## src/rtl/soc_reset_sequencer_if.sv

```systemverilog
// Reset sequencer bus: groups the lock/software-request inputs with the
// staged reset outputs and reset-cause readback.
//   pll_lock    PLL lock from the clock generator (asynchronous to main_clk)
//   sw_rst_req  single-cycle software reset request (synchronous)
//   periph_rst  active-high peripheral reset
//   core_rst    active-high core reset
//   rst_done    both resets released
//   rst_cause   00 external/power-on, 01 PLL lock loss, 10 software
interface soc_reset_sequencer_if;

    logic       pll_lock;
    logic       sw_rst_req;
    logic       periph_rst;
    logic       core_rst;
    logic       rst_done;
    logic [1:0] rst_cause;

    // Sequencer side: consumes lock/request, drives resets and cause.
    modport master (
        input  pll_lock,
        input  sw_rst_req,
        output periph_rst,
        output core_rst,
        output rst_done,
        output rst_cause
    );

    // Consumer side: clock generator / software / reset sinks.
    modport slave (
        output pll_lock,
        output sw_rst_req,
        input  periph_rst,
        input  core_rst,
        input  rst_done,
        input  rst_cause
    );

endinterface

```

## src/rtl/soc_reset_sequencer.sv

```systemverilog
// Staged reset sequencer for the SoC main clock domain. Waits for a
// synchronized PLL lock, releases peripheral reset after PERIPH_DELAY
// cycles and core reset CORE_DELAY cycles later. Lock loss or a software
// request re-asserts both resets together; the cause of the latest reset
// is held for software readback.
//   main_clk  sole clock, all state on its rising edge
//   in_rst_n  asynchronous active-low reset (synchronous deassertion)
//   rst_bus   master modport: pll_lock, sw_rst_req in;
//             periph_rst, core_rst, rst_done, rst_cause out (all registered)
module soc_reset_sequencer #(
    parameter int unsigned SYNC_STAGES   = 2,
    parameter int unsigned PERIPH_DELAY  = 8,
    parameter int unsigned CORE_DELAY    = 16,
    parameter int unsigned SW_RST_CYCLES = 32
) (
    input  logic                   main_clk,
    input  logic                   in_rst_n,
    soc_reset_sequencer_if.master  rst_bus
);

    localparam int unsigned MAX_PC    = (PERIPH_DELAY > CORE_DELAY) ? PERIPH_DELAY : CORE_DELAY;
    localparam int unsigned MAX_DELAY = (MAX_PC > SW_RST_CYCLES) ? MAX_PC : SW_RST_CYCLES;
    localparam int unsigned CNT_W     = $clog2(MAX_DELAY) + 1;

    localparam logic [CNT_W-1:0] PERIPH_LOAD = CNT_W'(PERIPH_DELAY - 1);
    localparam logic [CNT_W-1:0] CORE_LOAD   = CNT_W'(CORE_DELAY - 1);
    localparam logic [CNT_W-1:0] SW_LOAD     = CNT_W'(SW_RST_CYCLES - 1);

    localparam logic [1:0] CAUSE_EXT = 2'b00;
    localparam logic [1:0] CAUSE_PLL = 2'b01;
    localparam logic [1:0] CAUSE_SW  = 2'b10;

    typedef enum logic [2:0] {
        WAIT_LOCK   = 3'd0,
        PERIPH_WAIT = 3'd1,
        CORE_WAIT   = 3'd2,
        RUN         = 3'd3,
        SW_HOLD     = 3'd4
    } state_t;

    logic [SYNC_STAGES-1:0] sync_q;
    logic                   lock_s;

    state_t           state_q,  state_d;
    logic [CNT_W-1:0] cnt_q,    cnt_d;
    logic             periph_q, periph_d;
    logic             core_q,   core_d;
    logic             done_q,   done_d;
    logic [1:0]       cause_q,  cause_d;

    // PLL lock synchronizer; only the last stage feeds the FSM.
    always_ff @(posedge main_clk or negedge in_rst_n) begin
        if (!in_rst_n) begin
            sync_q <= '0;
        end else begin
            sync_q <= {sync_q[SYNC_STAGES-2:0], rst_bus.pll_lock};
        end
    end

    assign lock_s = sync_q[SYNC_STAGES-1];

    // State, counter and registered outputs.
    always_ff @(posedge main_clk or negedge in_rst_n) begin
        if (!in_rst_n) begin
            state_q  <= WAIT_LOCK;
            cnt_q    <= '0;
            periph_q <= 1'b1;
            core_q   <= 1'b1;
            done_q   <= 1'b0;
            cause_q  <= CAUSE_EXT;
        end else begin
            state_q  <= state_d;
            cnt_q    <= cnt_d;
            periph_q <= periph_d;
            core_q   <= core_d;
            done_q   <= done_d;
            cause_q  <= cause_d;
        end
    end

    // Next-state and next-output logic; lock loss overrides everything.
    always_comb begin
        state_d  = state_q;
        cnt_d    = cnt_q;
        periph_d = periph_q;
        core_d   = core_q;
        done_d   = done_q;
        cause_d  = cause_q;

        if ((state_q != WAIT_LOCK) && !lock_s) begin
            periph_d = 1'b1;
            core_d   = 1'b1;
            done_d   = 1'b0;
            cause_d  = CAUSE_PLL;
            state_d  = WAIT_LOCK;
        end else begin
            case (state_q)
                WAIT_LOCK: begin
                    periph_d = 1'b1;
                    core_d   = 1'b1;
                    done_d   = 1'b0;
                    if (lock_s) begin
                        cnt_d   = PERIPH_LOAD;
                        state_d = PERIPH_WAIT;
                    end
                end
                PERIPH_WAIT: begin
                    if (cnt_q == '0) begin
                        periph_d = 1'b0;
                        cnt_d    = CORE_LOAD;
                        state_d  = CORE_WAIT;
                    end else begin
                        cnt_d = cnt_q - CNT_W'(1);
                    end
                end
                CORE_WAIT: begin
                    if (cnt_q == '0) begin
                        core_d  = 1'b0;
                        done_d  = 1'b1;
                        state_d = RUN;
                    end else begin
                        cnt_d = cnt_q - CNT_W'(1);
                    end
                end
                RUN: begin
                    // Requests outside RUN are dropped, not queued.
                    if (rst_bus.sw_rst_req) begin
                        periph_d = 1'b1;
                        core_d   = 1'b1;
                        done_d   = 1'b0;
                        cnt_d    = SW_LOAD;
                        cause_d  = CAUSE_SW;
                        state_d  = SW_HOLD;
                    end
                end
                SW_HOLD: begin
                    if (cnt_q == '0) begin
                        state_d = WAIT_LOCK;
                    end else begin
                        cnt_d = cnt_q - CNT_W'(1);
                    end
                end
                default: begin
                    periph_d = 1'b1;
                    core_d   = 1'b1;
                    done_d   = 1'b0;
                    state_d  = WAIT_LOCK;
                end
            endcase
        end
    end

    assign rst_bus.periph_rst = periph_q;
    assign rst_bus.core_rst   = core_q;
    assign rst_bus.rst_done   = done_q;
    assign rst_bus.rst_cause  = cause_q;

endmodule

```

## src/flat_wrapper.sv

```systemverilog
// flat-port wrapper written by rule: the top's interface ports become plain ports
module soc_reset_sequencer_flat 
#(
    parameter int unsigned SYNC_STAGES   = 2,
    parameter int unsigned PERIPH_DELAY  = 8,
    parameter int unsigned CORE_DELAY    = 16,
    parameter int unsigned SW_RST_CYCLES = 32
)
  (main_clk, in_rst_n, rst_bus_pll_lock, rst_bus_sw_rst_req, rst_bus_periph_rst, rst_bus_core_rst, rst_bus_rst_done, rst_bus_rst_cause);
  soc_reset_sequencer_if rst_bus_i ();
  input  logic main_clk;
  input  logic in_rst_n;
  input wire logic [$bits(rst_bus_i.pll_lock)-1:0] rst_bus_pll_lock;
  input wire logic [$bits(rst_bus_i.sw_rst_req)-1:0] rst_bus_sw_rst_req;
  output wire logic [$bits(rst_bus_i.periph_rst)-1:0] rst_bus_periph_rst;
  output wire logic [$bits(rst_bus_i.core_rst)-1:0] rst_bus_core_rst;
  output wire logic [$bits(rst_bus_i.rst_done)-1:0] rst_bus_rst_done;
  output wire logic [$bits(rst_bus_i.rst_cause)-1:0] rst_bus_rst_cause;
  assign rst_bus_i.pll_lock = rst_bus_pll_lock;
  assign rst_bus_i.sw_rst_req = rst_bus_sw_rst_req;
  assign rst_bus_periph_rst = rst_bus_i.periph_rst;
  assign rst_bus_core_rst = rst_bus_i.core_rst;
  assign rst_bus_rst_done = rst_bus_i.rst_done;
  assign rst_bus_rst_cause = rst_bus_i.rst_cause;
  soc_reset_sequencer #(.SYNC_STAGES(SYNC_STAGES), .PERIPH_DELAY(PERIPH_DELAY), .CORE_DELAY(CORE_DELAY), .SW_RST_CYCLES(SW_RST_CYCLES)) u_core (.main_clk(main_clk), .in_rst_n(in_rst_n), .rst_bus(rst_bus_i));
endmodule
```

## config.mk

```make
export PLATFORM = sky130hd
export DESIGN_NAME = soc_reset_sequencer_flat
export DESIGN_NICKNAME = d
export VERILOG_FILES = /design/src/rtl/soc_reset_sequencer_if.sv /design/src/rtl/soc_reset_sequencer.sv /design/src/flat_wrapper.sv
export SDC_FILE = /design/constraint.sdc
export NUM_CORES = 1
export LEC_CHECK = 0
export ABC_AREA = 1
export BUFFER_PORTS_ARGS = -buffer_cell sky130_fd_sc_hd__buf_4
export CAP_MARGIN = 20
export CORE_MARGIN = 8
export CORE_UTILIZATION = 32
export DETAILED_ROUTE_END_ITERATION = 10
export HOLD_SLACK_MARGIN = 0.02
export PLACE_DENSITY_LB_ADDON = 0.3
export SLEW_MARGIN = 20
export SYNTH_ARGS = -nofsm -noshare
export SYNTH_HDL_FRONTEND = slang
export SYNTH_SLANG_ARGS = --single-unit
export TNS_END_PERCENT = 30
```

## constraint.sdc

```tcl
create_clock -name main_clk -period 1.6 [get_ports main_clk]
set_input_delay 0.08 -clock main_clk [delete_from_list [all_inputs] [get_ports main_clk]]
set_output_delay 0.08 -clock main_clk [all_outputs]
set_load 0.02 [all_outputs]
```

# Yosys cells after proc, flatten, opt, wreduce, memory -nomap -nowiden
# Index checks and enable logic that the tools add are counted.
[word_totals]
regBits = 16
latchBits = 0
ramBits = 0
mem_bits_ro = 0
word_cells = 63
memories = 0
[op_classes]
add_sub_neg = 1
n_mul = 0
div_mod_pow = 0
order_cmp = 0
n_eq_ne = 14
shifts = 0
muxes = 25
bitwise_logic = 1
reduce_logical = 15
[op_table]
columns = ["cell", "n"]
rows = [
  ["6-bit two-way mux", 4],
  ["6-bit case mux with 4 select lines", 1],
  ["3-bit two-way mux", 6],
  ["3-bit case mux with 5 select lines", 1],
  ["3-bit by 1-bit inequality test with 1-bit output (second input constant)", 4],
  ["5-bit AND reduction", 2],
  ["1-bit case mux with 3 select lines", 3],
  ["1-bit two-way mux", 7],
  ["3-bit by 2-bit equality test with 1-bit output (second input constant)", 2],
  ["6-bit logical NOT", 1],
  ["2-bit two-way mux", 3],
  ["2-bit by 1-bit inequality test with 1-bit output (second input constant)", 3],
  ["3-bit AND reduction", 2],
  ["6-bit by 1-bit subtractor with 6-bit output (second input constant)", 1],
  ["2-bit inequality test (second input constant)", 2],
  ["2-bit nonzero test", 2],
  ["4-bit nonzero test", 1],
  ["2-bit OR reduction", 2],
  ["3-bit by 1-bit equality test with 1-bit output (second input constant)", 1],
  ["3-bit equality test (second input constant)", 1],
  ["3-bit logical NOT", 1],
  ["3-bit by 2-bit inequality test with 1-bit output (second input constant)", 1],
  ["3-bit nonzero test", 1],
  ["2-bit AND reduction", 1],
  ["other kinds (3)", 3],
]

# Logic depth before layout (Yosys ltp)
[depth]
depth_word = 4
depth_mapped = 11

# Worst setup path before layout
# No wires, ideal clock.
[synth_path]
kind = "register to register"
startpoint = "reg u_core.cnt_q[0]"
endpoint = "reg u_core.cnt_q[2]"
setup_ns = 0.123
arrival_time_ns = 1.337
path_slack_ns = 0.140
path_stages_with_launch = 12
period_less_slack_ns = 1.460
cell_sequence = "dfrtp_1 inv_1 ha_1 inv_1 nor2_1 nand3_2 inv_2 nand2_1 nand2_2 inv_4 nand2_1 nand2_1"
[synth_via]
elab_chain_cells = 3
[synth_rtl]
columns = ["element", "line", "text"]
rows = [
  ["from (decl)", "soc_reset_sequencer.sv:45", "logic [CNT_W-1:0] cnt_q, cnt_d;"],
  ["from (signal assigned)", "soc_reset_sequencer.sv:73", "cnt_q <= cnt_d;"],
  ["6-bit by 1-bit subtractor with 6-bit output or 6-bit logical NOT (tied branches)", "n/a", ""],
  ["6-bit two-way mux, or another cell as far along", "soc_reset_sequencer.sv:117, soc_reset_sequencer.sv:137", ""],
  ["6-bit case mux with 4 select lines or 5-bit AND reduction (tied branches)", "n/a", ""],
]
# Several ways; a longest one is shown, not always the timed one. The select of a mux whose other input is x is not followed.
# A chain may end at the register's enable or synchronous reset.

# Worst setup path after layout
[layout_path]
startpoint = "reg u_core.state_q[0]"
endpoint = "reg u_core.cnt_q[2]"
[layout_via]
elab_chain_cells = 4
[layout_rtl]
columns = ["element", "line", "text"]
rows = [
  ["from (decl)", "soc_reset_sequencer.sv:44", "state_t state_q, state_d;"],
  ["from (signal assigned)", "soc_reset_sequencer.sv:72", "state_q <= state_d;"],
  ["3-bit by 2-bit equality test with 1-bit output, or another cell as far along", "soc_reset_sequencer.sv:97", "case (state_q)"],
  ["2-bit OR reduction (no line) or 1-bit logical AND (tied branches)", "n/a", ""],
  ["2-bit inequality test (no line), or another cell as far along", "n/a", ""],
  ["5-bit AND reduction (no line)", "n/a", ""],
]
# Several ways; a longest one is shown, not always the timed one.

==> impl_metrics.yaml <==
run_status:
  status: "finished clean"
logic_synthesis:
  synth_cells: 134
  yosysTopAreaCellShare_pct: 37.99
  synth_ff_type: "dfrtp_1"
  ys_seq_area_share_pct: 43.69
  syn_area_um2: 922.1
  post-synth-top-area-cell: "dfrtp_1"
  async_flop_share_pct: 100.0
  ys_ff_latch: 16
  synth.area.top_cells: "dfrtp_1, nand2_1, inv_1, nand3_1, dfstp_2"
  synthTopCellsByCount: "nand2_1, inv_1, dfrtp_1, nand3_1, nor2_1"
  synth_enable_flop_cells: 0
  synth.most_common_cell: "nand2_1"
  syn_avg_cell_area_um2: 6.882
  yosys_warnings: 0
  synth_nets: 139
  synth_cell_types: 19
setup_path:
  cp_max_fo: 7
  crit_slowest_cell: "dfrtp_1"
  crit_path_cell_trace: "nor2_1 > o21ai_0 > nor2_1 > nand2_4 > o21ai_0 > nand2_1"
  arrival_ps: 1660
  endpoint_kind: "flip-flop"
  path_class: "reg2reg"
  cp.required_ps: 1780
  crit_family: "simple AND/OR/NAND/NOR gates"
  cp.buffers_inverters: 0
  start_kind: "flip-flop"
  cp_slowest_stage_delay_ps: 440
grt:
  grt_use_total_pct: 8.542
  grt_start_max_net_pins: 17
  overflow: 0
  grt_pass1_vias: 833
  grt_pass1_wl_mm: 3.484
  antenna_found_initial: 0
sta:
  slew_violations: 0
  period_needed_ps: 1480
  max-slew-margin-rel_pct: 82.41
  skew_ps: 1.506
  max_freq_mhz: 675.9
  worst_slew_pin_slew_ps: 262.9
  period_share_pct: 92.47
  hold_violations: 0
  finalSetupViolCount: 0
  hold_ws_ps: 52.11
pwr:
  total_power_mw: 1.940
  ir_drop_mv: 0.7930
  cellPowerDensity_nw_per_um2: 1736
  p_leak_nw: 0.6252
detailed_routing:
  highest_layer: "met4"
  drc: 0
  viasPerCell: 4.710
  wl_met2_um: 873
  ant_nets: 0
  via_count: 862
  drt-wirelength-per-cell_um: 10.58
  firstDrtPassIters: 4
  wl_met1_um: 925
  wl_met3_um: 95
  drt_wl_total_mm: 1.936
  first_iter_violations: 24
floorplanning:
  num_rows: 19
  chipWidth_um: 69.68
  initial_core_util_pct: 33.44
  ios: 9
  die_h_um: 69.68
  die_area_um2: 4855
  core_um2: 2758
finish:
  final_cells: 183
  final_cell_area_um2: 1117
  area_growth_pct: 21.17
  nets: 158
  diodes: 0
  drive_above_1_share_pct: 18.42
  fin_util_pct: 40.52
cts:
  h-tree-depth: 1
  clkTransAtPathRegs_ps: 100
  cts.sinks: 16
  cts_tree: "yes"
  root_buffer: "clkbuf_4"
  cts.path.max_buffers: 2
  cts_buffers: 3
  worst_skew_pair.late_latency_ps: 290
place:
  post-dp-hpwl_mm: 1.471
  dpl_cell_area_um2: 1036
  dp.cells: 175
  gp_congestion: 0.8133
  io_buffers: 8
flow_run:
  cap_viol_max_count: 0
min_path:
  hold_class: "in2reg"
stage by stage:
step / setup slack [ps] / setup TNS, ps
5_1_grt: -14.97 / -14.97
3_5_place_dp: 3.581 / 0
3_3_place_gp: 51.18 / 0
6_report: 120.4 / 0
2_1_floorplan: 140.1 / 0
4_1_cts: 43.03 / 0
metal layers:
layer,global-route usage (%),up-vias
li1,-,455
met1,9.942,383
met2,13.52,19
met3,2.861,5
met4,4.464,0
met5,0,-
area by class of cell:
class / count / area, um^2
clock buffers: 4 / 36.28
fillers: 293 / 1640
inverters: 18 / 70.07
multi-input cells: 100 / 459.2
flip-flops and latches: 16 / 402.9
well taps: 31 / 38.79
repair buffers: 14 / 110.1
cells in the final DEF, fill, tap and decap left out:
master	netlist	layout
nand3_1	11	11
nor2_2	1	2
nand2_1	56	55
nand2_4	1	2
inv_4	1	1
buf_4	0	12
dfstp_2	2	2
nand2_2	2	2
nand4_1	3	3
xnor2_1	1	1
inv_1	15	15
inv_2	2	2
o211ai_1	1	1
clkbuf_4	0	3
clkbuf_8	0	1
dfrtp_1	14	14
nor2_1	11	10
o21ai_1	1	1
nand3_2	1	1
o21ai_0	8	8
a21oi_1	2	2
ha_1	1	1
dlygate4sd3_1	0	2
power by group:
part | internal, mW | leakage (nW) | total [mW] | switching (mW)
sequential | 0.550 | 0.194 | 0.662 | 0.112
clock | 0.139 | 0.0210 | 0.272 | 0.133
combinational | 0.373 | 0.411 | 1.01 | 0.633
kinds of logic after synthesis:
kind of cell             share of synthesized area (%)
AND/OR/NAND/NOR                                  39.62
flip-flops                                       43.69
XOR/XNOR                                        0.9500
adder cells (fa/ha/maj)                          1.357
buffers and inverters                            7.599
AO/OA/AOI/OAI                                    6.784
tightest hold or removal path, stage by stage:
cell and delay [ps]:
buf_4 100, nand3_1 70, nand2_1 60
path summary, 6_finish.rpt:
check                      cells after the start          startpoint                   endpoint  slack (ps)
hold / removal                                 3  rst_bus_sw_rst_req          u_core.state_q[2]          50
setup reg to reg                               6   u_core.state_q[0]            u_core.cnt_q[2]         120
max in group asynchronous                      2            in_rst_n  u_core.rst_bus.periph_rst        1180
hold reg to reg                                0    u_core.sync_q[0]           u_core.sync_q[1]         350
setup / recovery                               6   u_core.state_q[0]            u_core.cnt_q[2]         120
min in group asynchronous                      2            in_rst_n           u_core.sync_q[0]         170
state kept, by name (all words and copies together) (netlist names):
name and flops:
u_core.cnt_q 6, u_core.state_q 3, u_core.rst_bus.rst_cause 2, u_core.sync_q 2, u_core.rst_bus.core_rst 1, u_core.rst_bus.periph_rst 1, u_core.rst_bus.rst_done 1
what timing repair did:
action                                  CTS  global route
buffers inserted                          1             1
pin swaps                                 1             1
hold buffers                              2             0
resized for setup                         0             3
endpoints found under the setup margin    6             9
hold endpoints to repair                 17             0
No activity file was read; power rests on OpenSTA's default activity.
